## config.mk

```make
export PLATFORM = sky130hd
export DESIGN_NAME = uart_rx
export DESIGN_NICKNAME = d
export VERILOG_FILES = /design/src/rtl/cpu32_io_pkg.sv /design/src/rtl/uart_rx_fifo.sv /design/src/rtl/uart_rx.sv
export SDC_FILE = /design/constraint.sdc
export NUM_CORES = 1
export LEC_CHECK = 0
export CAP_MARGIN = 0
export CORE_UTILIZATION = 55
export DETAILED_ROUTE_END_ITERATION = 10
export GPL_TIMING_DRIVEN = 0
export PLACE_DENSITY = 0.77
export SLEW_MARGIN = 40
export SYNTH_ARGS = -nofsm -noshare
export SYNTH_HDL_FRONTEND = slang
export SYNTH_HIERARCHICAL = 1
export SYNTH_SLANG_ARGS = --single-unit
```

## constraint.sdc

```tcl
create_clock -name clk -period 4.8 [get_ports clk]
set_clock_uncertainty 0.1 [all_clocks]
set_input_delay 0.96 -clock clk [delete_from_list [all_inputs] [get_ports clk]]
set_output_delay 0.96 -clock clk [all_outputs]
set_load 0.01 [all_outputs]
```

## src/rtl/cpu32_io_pkg.sv

```systemverilog
// Shared definitions for the UART receiver: FSM states, status bit positions
// and register addresses.
package cpu32_io_pkg;

  typedef enum logic [1:0] {
    StIdle,
    StStart,
    StData,
    StStop
  } rx_state_e;

  localparam int unsigned StatNotEmpty = 0;
  localparam int unsigned StatOvr      = 1;
  localparam int unsigned StatFerr     = 2;
  localparam int unsigned StatFull     = 3;

  localparam logic AddrData   = 1'b0;
  localparam logic AddrStatus = 1'b1;

endpackage

```

## src/rtl/uart_rx_fifo.sv

```systemverilog
// Byte FIFO with extra-MSB pointers; a pop frees a slot for a same-cycle push.
module uart_rx_fifo #(
  parameter int unsigned FIFO_DEPTH = 4
) (
  input  logic       clk,
  input  logic       reset,
  input  logic       push,
  input  logic       pop,
  input  logic [7:0] din,
  output logic [7:0] dout,
  output logic       full,
  output logic       empty
);

  localparam int unsigned AW = $clog2(FIFO_DEPTH);

  logic [AW:0] wptr_q, rptr_q;
  logic [7:0]  mem_q [FIFO_DEPTH];
  logic        do_push, do_pop;

  assign empty   = (wptr_q == rptr_q);
  assign full    = (wptr_q[AW] != rptr_q[AW]) && (wptr_q[AW-1:0] == rptr_q[AW-1:0]);
  assign do_pop  = pop & ~empty;
  assign do_push = push & (~full | do_pop);
  assign dout    = mem_q[rptr_q[AW-1:0]];

  always_ff @(posedge clk or negedge reset) begin
    if (!reset) begin
      wptr_q <= '0;
      rptr_q <= '0;
    end else begin
      if (do_push) wptr_q <= wptr_q + (AW+1)'(1);
      if (do_pop)  rptr_q <= rptr_q + (AW+1)'(1);
    end
  end

  always_ff @(posedge clk) begin
    if (do_push) mem_q[wptr_q[AW-1:0]] <= din;
  end

endmodule

```

## src/rtl/uart_rx.sv

```systemverilog
// 8N1 UART receiver with a receive FIFO and a two-register read interface
// (data, status with sticky overrun / framing-error bits).
module uart_rx
  import cpu32_io_pkg::*;
#(
  parameter int unsigned CLKS_PER_BIT = 16,
  parameter int unsigned FIFO_DEPTH   = 4
) (
  input  logic       clk,
  input  logic       reset,
  input  logic       rx,
  input  logic       cs,
  input  logic       re,
  input  logic       addr,
  output logic [7:0] rdata,
  output logic       irq
);

  localparam int unsigned CntW = $clog2(CLKS_PER_BIT + 1);

  logic            rx_meta_q, rx_sync_q;
  rx_state_e       state_q, state_d;
  logic [CntW-1:0] cnt_q, cnt_d;
  logic [2:0]      bit_idx_q, bit_idx_d;
  logic [7:0]      shift_q, shift_d;
  logic            armed_q, armed_d;
  logic            ovr_q, ovr_d, ferr_q, ferr_d;
  logic            push, ferr_set, ovr_set, cnt_exp;
  logic            data_rd, stat_rd;
  logic            fifo_full, fifo_empty;
  logic [7:0]      fifo_dout, status;

  always_ff @(posedge clk or negedge reset) begin
    if (!reset) begin
      rx_meta_q <= 1'b1;
      rx_sync_q <= 1'b1;
      state_q   <= StIdle;
      cnt_q     <= '0;
      bit_idx_q <= '0;
      shift_q   <= '0;
      armed_q   <= 1'b0;
      ovr_q     <= 1'b0;
      ferr_q    <= 1'b0;
    end else begin
      rx_meta_q <= rx;
      rx_sync_q <= rx_meta_q;
      state_q   <= state_d;
      cnt_q     <= cnt_d;
      bit_idx_q <= bit_idx_d;
      shift_q   <= shift_d;
      armed_q   <= armed_d;
      ovr_q     <= ovr_d;
      ferr_q    <= ferr_d;
    end
  end

  assign cnt_exp = (cnt_q == CntW'(1));

  always_comb begin
    state_d   = state_q;
    cnt_d     = cnt_q;
    bit_idx_d = bit_idx_q;
    shift_d   = shift_q;
    armed_d   = armed_q;
    push      = 1'b0;
    ferr_set  = 1'b0;
    unique case (state_q)
      StIdle: begin
        // A start edge only counts once the line has been seen idle-high.
        if (!armed_q) begin
          armed_d = rx_sync_q;
        end else if (!rx_sync_q) begin
          state_d = StStart;
          cnt_d   = CntW'(CLKS_PER_BIT / 2);
        end
      end
      StStart: begin
        if (!cnt_exp) begin
          cnt_d = cnt_q - CntW'(1);
        end else if (!rx_sync_q) begin
          state_d   = StData;
          cnt_d     = CntW'(CLKS_PER_BIT);
          bit_idx_d = 3'd0;
        end else begin
          state_d = StIdle;
          armed_d = 1'b0;
          cnt_d   = '0;
        end
      end
      StData: begin
        if (!cnt_exp) begin
          cnt_d = cnt_q - CntW'(1);
        end else begin
          shift_d[bit_idx_q] = rx_sync_q;
          cnt_d              = CntW'(CLKS_PER_BIT);
          if (bit_idx_q == 3'd7) state_d = StStop;
          else bit_idx_d = bit_idx_q + 3'd1;
        end
      end
      StStop: begin
        if (!cnt_exp) begin
          cnt_d = cnt_q - CntW'(1);
        end else begin
          push     = rx_sync_q;
          ferr_set = ~rx_sync_q;
          state_d  = StIdle;
          armed_d  = 1'b0;
          cnt_d    = '0;
        end
      end
      default: state_d = StIdle;
    endcase
  end

  assign data_rd = cs & re & (addr == AddrData);
  assign stat_rd = cs & re & (addr == AddrStatus);

  // A pop on the same edge makes room, so only an unmatched push overruns.
  assign ovr_set = push & fifo_full & ~data_rd;
  assign ovr_d   = ovr_set | (ovr_q & ~stat_rd);
  assign ferr_d  = ferr_set | (ferr_q & ~stat_rd);

  uart_rx_fifo #(
    .FIFO_DEPTH(FIFO_DEPTH)
  ) u_fifo (
    .clk  (clk),
    .reset(reset),
    .push (push),
    .pop  (data_rd),
    .din  (shift_q),
    .dout (fifo_dout),
    .full (fifo_full),
    .empty(fifo_empty)
  );

  always_comb begin
    status               = 8'h00;
    status[StatNotEmpty] = ~fifo_empty;
    status[StatOvr]      = ovr_q;
    status[StatFerr]     = ferr_q;
    status[StatFull]     = fifo_full;
  end

  always_comb begin
    rdata = 8'h00;
    if (data_rd)      rdata = fifo_empty ? 8'h00 : fifo_dout;
    else if (stat_rd) rdata = status;
  end

  assign irq = ~fifo_empty;

endmodule

```

==> results of run 1 <==
==> cell type report <==
cell class	count	area [um^2]
Fill cell	377	1580
Inverter	10	37.5
Timing Repair Buffer	14	135
Clock buffer	9	124
Clock inverter	7	88.8
Tap cell	67	83.8
Multi-Input combinational cell	125	1090
Buffer	10	51.3
Sequential cell	61	1690
==> registers in the layout, indices dropped and copies added (netlist names), named ones only <==
name,cells
bit_idx_q,3
rx_meta_q,1
ovr_q,1
u_fifo/mem_q,32
armed_q,1
ferr_q,1
cnt_q,5
u_fifo/wptr_q,3
state_q,1
rx_sync_q,1
u_fifo/rptr_q,3
shift_q,8
==> how the worst min path moves through the flow <==
stage | slack [ns] | cells past startpoint | startpoint | end
5_1_grt | 0.26 | 0 | rx_meta_q$_DFF_PN1_ | rx_sync_q$_DFF_PN1_
3_5_place_dp | 0.25 | 0 | rx_meta_q$_DFF_PN1_ | rx_sync_q$_DFF_PN1_
6_report | 0.26 | 0 | rx_meta_q$_DFF_PN1_ | rx_sync_q$_DFF_PN1_
4_1_cts | 0.26 | 0 | rx_meta_q$_DFF_PN1_ | rx_sync_q$_DFF_PN1_
2_1_floorplan | 0.25 | 0 | rx_meta_q$_DFF_PN1_ | rx_sync_q$_DFF_PN1_
3_3_place_gp | 0.25 | 0 | rx_meta_q$_DFF_PN1_ | rx_sync_q$_DFF_PN1_
==> through the flow <==
| stage | utilization [%] | cells |
|---|---|---|
| floorplan | - | 206 |
| global placement | 63.3 | 287 |
| detailed placement | 63.2 | 287 |
| CTS | 67.6 | 303 |
| global route | 67.6 | 303 |
| finish | 67.6 | 303 |
==> cell usage in the layout (no fill, tap or decap), types with 2 or more instances in the layout <==
master,n
nor4_2,2
nand4_1,2
buf_2,3
mux2_2,2
nor3b_1,3
o2bb2ai_1,2
xnor2_1,2
inv_1,10
dfstp_2,2
dfrtp_1,27
clkdlybuf4s50_1,13
and2_1,6
ha_1,9
clkinv_1,2
mux4_2,8
edfxtp_1,32
o311ai_0,2
a31oi_1,2
clkbuf_8,9
nand3_1,5
xor2_1,3
o211ai_1,2
o31ai_1,2
clkbuf_1,5
a21oi_1,2
bufinv_16,2
nand2_1,9
or4_1,3
o21ai_1,3
and3_1,4
or2_2,2
nor3_1,6
a22o_1,6
mux2_1,9
or3_1,2
a21o_1,3
nor2_1,9
==> power groups by stage <==
stage | clock, mW | sequential (mW) | combinational (mW)
2_1_floorplan | 0 | 0.670 | 0.412
3_3_place_gp | 0 | 0.681 | 0.522
3_5_place_dp | 0 | 0.684 | 0.534
4_1_cts | 0.495 | 0.674 | 0.536
5_1_grt | 0.513 | 0.685 | 0.600
6_report | 0.483 | 0.674 | 0.531
==> logic make-up after synthesis <==
logic type	count (synthesis)	synth area share, %
flip-flops	61	59.0
AND/OR/NAND/NOR	60	13.1
AO/OA/AOI/OAI	31	8.38
buffers and inverters	20	3.10
multiplexers	20	11.0
adder cells (fa/ha/maj)	9	3.93
XOR/XNOR	5	1.53
==> metal layers <==
metal | vias up | wire, um
met5 | - | 0
met4 | 0 | 47
met3 | 4 | 172
met2 | 25 | 2330
met1 | 822 | 2210
li1 | 836 | -
==> out/results.ini, run 1 <==
[flow_run]
max-cap-violations=0

[clocking]
cts_made_buffers=9
clk_path_buf_depth=2
clkLatencyLatePin_ns=0.33
clockRootBuffer=clkbuf_8
clock-sinks=61
postCtsSetupRepairBufs=0
cts.clk_slew.worst_paths_ns=0.06
cts_hold_buffers=0
cts_tree=done
htree_num_levels=3
cts_resized=0

[worst_setup_path]
crit-reg2reg-launch=cnt_q[1]$_DFFE_PN0P_
critPathLaunchType=primary input
endpoint=rdata[3]
cp_max_fo=7
worstPathCellList=clkdlybuf4s50_1 -> nand2_1 -> nor3_1 -> a22o_1 -> clkdlybuf4s50_1
r2r_cells=9
cpMostUsedCell=clkdlybuf4s50_1
worst_path_largest_cell_delay_ns=0.57
arrival_ns=2.90
critPathCaptureType=output port
crit_path_top_delay_cell=nor3_1
cp.required_ns=3.74
critical_path_class=in -> out
cp.depth=5
cp_top_family=buffers and inverters
r2r_slack_ns=1.89
path_buf_inv=2
cp-startpoint=re
r2r-end=u_fifo/mem_q[3][7]$_DFFE_PP_

[placement]
hpwl_um=3330
gp_congestion=0.805
dp_slack_ns=0.791
postPlaceCellArea_um2=3080
io_buffer_count=14

[timing]
setup_viol=0
drv_slew=0
slew_headroom_pct=51.7
rsz0062_at_grt=false
finalWorstSetupSlack_ns=0.837
hold-worst-slack_ns=0.256
tightestPinTransition_ns=0.719
post-route-period-util_pct=82.6
fmax_mhz=252
setup_tns_ns=0
fin_crit_ns=3.96
hold_viol=0

[detailed_routing]
drt-total-wl_um=4760
postRouteAntennaNets=0
num_vias=1687
wl_per_cell_um=15.7
dr.pass1.iters=4
viasPerCell=5.57
drt_iter0_drc=160
drc_errors=0

[synth]
ys_ff_latch=61
ys_seq_area_share_pct=59.0
synth-edff-count=32
synth_common_cells=edfxtp_1, dfrtp_1, inv_1
synth_top_area_cell=edfxtp_1
ys_top_cells_by_area=edfxtp_1, dfrtp_1, mux4_2
syn_area_um2=2870
yosysUniqueCellTypes=51
synth_top_area_share_pct=33.5
synth_nets=221
postSynthCellCount=206
yosysMostFrequentCell=edfxtp_1
synthFlopType=edfxtp_1
synthArstFlopShare_pct=47.5
syn_area_per_cell_um2=13.9
yosys_warnings=6

[global_route]
grt_pass1_wl_um=7770
track_usage_pct=20.2
grt.met2_usage_pct=33.0
grt_use_met3_pct=5.69
antenna_found_initial=0
gr-total-overflow=0
use_met1_pct=25.3
grt-busiest-layer=met2
grt_max_degree=30
grt_pass1_vias=1619

[power]
p_sw_mw=0.528
intPower_mw=1.16
pwr_density_cell_nw_per_um2=512
clock_power_share_pct=28.6
swShare_pct=31.3
p_seq_share_pct=39.9
leakage_nw=1.25
ir_drop_v=0.000355
combPwrFrac_pct=31.5
total_power_mw=1.69

[die]
start_util_pct=58.7
fp.dieW_um=74.2
rows=25
io_pins=15
die_area_um2=5500
core-area_um2=4880
die_h_um=74.2

[outcome]
status=finished, final reports clean

[cells_and_area]
layout.nets=246
final_area_um2=3300
antenna_cells=0
drive_above_1_share_pct=16.5
area_delta_synth_final_pct=15.1

[hold_path]
hold_class=reg -> reg

No activity file was read; power rests on OpenSTA's default activity.
==> run 2: changes to the inputs <==
==> constraint.sdc (replaced) <==
create_clock -name clk -period 4 [get_ports clk]
set_clock_uncertainty 0.1 [all_clocks]
set_input_delay 0.8 -clock clk [delete_from_list [all_inputs] [get_ports clk]]
set_output_delay 0.8 -clock clk [all_outputs]
set_load 0.01 [all_outputs]
==> run 2 against run 1 <==
Net effect:
- sequential cell count is the same
- die area is the same
- setup slack lost 0.39 ns
- cell area grew 0.15%
- sequential power grew 20%
- utilization grew 0.10 points
- critical path type is now reg -> out
- power grew 20%
- clock-buffer cell count is the same
- largest power group unchanged
- register-to-register slack lost 0.81 ns
- via count grew 0.30%
- critical endpoint unchanged
- combinational power grew 20%
- global-route usage is the same
==> out/results.ini, run 2 (synthesized netlist as in run 1, its figures left out) <==
[die]
fp.dieW_um=74.2  ; unchanged
io_pins=15  ; unchanged
core-area_um2=4880  ; unchanged
start_util_pct=58.7  ; unchanged
die_h_um=74.2  ; unchanged
die_area_um2=5500  ; unchanged
rows=25  ; unchanged

[timing]
fin_crit_ns=3.55
tightestPinTransition_ns=0.665  ; -0.0547 ns
hold_viol=0  ; unchanged
post-route-period-util_pct=88.7
fmax_mhz=282
drv_slew=0  ; unchanged
rsz0062_at_grt=false
finalWorstSetupSlack_ns=0.450  ; -0.387 ns
setup_tns_ns=0  ; unchanged
setup_viol=0  ; unchanged
slew_headroom_pct=55.7  ; +4.0 points

[global_route]
grt_pass1_vias=1619  ; unchanged
track_usage_pct=20.2  ; unchanged
use_met1_pct=25.3  ; unchanged
grt.met2_usage_pct=33.0  ; unchanged
antenna_found_initial=0  ; unchanged
grt_pass1_wl_um=7770  ; unchanged
grt_use_met3_pct=5.69  ; unchanged
grt-busiest-layer=met2
grt_max_degree=30  ; unchanged
gr-total-overflow=0  ; unchanged

[cells_and_area]
final_cell_mix=edfxtp_1, dfrtp_1, clkdlybuf4s50_1
final_common_cell=edfxtp_1
fill_cells=376  ; -0.27%
utilization_pct=67.7  ; +0.10 points
layout.nets=246  ; unchanged
final_area_um2=3300  ; +0.15%
largest_reg_flops=32  ; unchanged
drive_above_1_share_pct=16.9  ; +0.42 points
area_delta_synth_final_pct=15.2
antenna_cells=0  ; unchanged
final_cell_count_no_fill=303  ; unchanged

[power]
ir_drop_v=0.000426  ; +20%
swShare_pct=31.3  ; +0.044 points
pwr_density_cell_nw_per_um2=614  ; +20%
p_sw_mw=0.635  ; +20%
intPower_mw=1.39  ; +20%
clock_power_share_pct=28.6  ; about the same
combPwrFrac_pct=31.5  ; about the same
p_seq_share_pct=39.9  ; about the same
leakage_nw=1.26  ; +0.13%

[clocking]
clock-sinks=61  ; unchanged
clk_path_buf_depth=2  ; unchanged
cts.clk_slew.worst_paths_ns=0.07  ; about the same
htree_num_levels=3  ; unchanged
cts_hold_buffers=0  ; unchanged
cts_made_buffers=9  ; unchanged
cts_tree=done
clkLatencyLatePin_ns=0.33  ; about the same
clockRootBuffer=clkbuf_8

[placement]
placed_cells=287  ; unchanged
hpwl_um=3330  ; unchanged
postPlaceCellArea_um2=3080  ; unchanged
dp_slack_ns=0.311  ; -0.480 ns
gp_congestion=0.805  ; unchanged
io_buffer_count=14  ; unchanged

[detailed_routing]
drt-total-wl_um=4770  ; +0.25%
drc_errors=0  ; unchanged
viasPerCell=5.58  ; +0.30%
postRouteAntennaNets=0  ; unchanged
dr.pass1.iters=4  ; unchanged
wl_per_cell_um=15.7  ; +0.25%
drt_iter0_drc=160  ; unchanged
num_vias=1692  ; +0.30%

[outcome]
status=finished, final reports clean

[worst_setup_path]
cp_max_fo=10  ; +3
cp.required_ns=3.10  ; -0.64 ns
critPathLaunchType=register
arrival_ns=2.65  ; -0.25 ns
critical_path_class=reg -> out
critPathCaptureType=output port

[hold_path]
hold_class=reg -> reg

[flow_run]
max-cap-violations=0  ; unchanged

run 2: layer usage:
layer  vias to the layer above  share of wire [%]
met2                        27                 49
met4                         0               0.98
met3                         4                3.6
li1                        836                  -
met5                         -                  0
met1                       825                 46
run 2: final timing paths:
check                           depth (start not counted)  slack, ns                    startpoint                           end
worst max-delay path                                    8       0.45  u_fifo/rptr_q[1]$_DFFE_PN0P_                      rdata[3]
max in group asynchronous                               1       2.97                         reset        shift_q[7]$_DFFE_PN0P_
worst max register to register                          9       1.08          cnt_q[1]$_DFFE_PN0P_  u_fifo/mem_q[3][7]$_DFFE_PP_
worst min-delay path                                    0       0.26           rx_meta_q$_DFF_PN1_           rx_sync_q$_DFF_PN1_
worst min register to register                          0       0.26           rx_meta_q$_DFF_PN1_           rx_sync_q$_DFF_PN1_
min in group asynchronous                               1       0.40                         reset  u_fifo/wptr_q[1]$_DFFE_PN0P_
run 2: worst max-delay path, stage by stage (launching register included):
cell,delay (ns)
dfrtp_1,0.40
buf_6,0.16
xor2_1,0.18
buf_2,0.23
or2_2,0.15
nor2_1,0.06
nor3_2,0.40
a22o_1,0.22
clkdlybuf4s50_1,0.52
run 2: power by group through the flow:
stage	Sequential, mW	Combinational [mW]	Clock [mW]
final	0.809	0.639	0.580
after global routing	0.823	0.722	0.616
after CTS	0.809	0.644	0.594
after detailed placement	0.821	0.641	0
after global placement	0.817	0.626	0
after floorplan	0.804	0.495	0
run 2: repair_timing:
action,CTS,global route
gates resized for setup,0,1
buffers inserted,0,0
setup endpoints to repair,0,7
run 2: final cells by class:
class,instances,area [um^2],area share (%)
timing repair buffer,14,135,4.09
sequential,61,1690,51.2
multi-input combinational,125,1090,33.1
buffer,10,51.3,1.55
clock inverter,7,88.8,2.69
tap,67,83.8,2.54
inverter,10,37.5,1.14
clock buffer,9,124,3.75
run 2: through the flow:
step	hold WS [ns]	power (mW)
CTS	0.256	2.05
global placement	0.245	1.44
detailed placement	0.247	1.46
finish	0.256	2.03
floorplan	0.245	1.30
global route	0.258	2.16
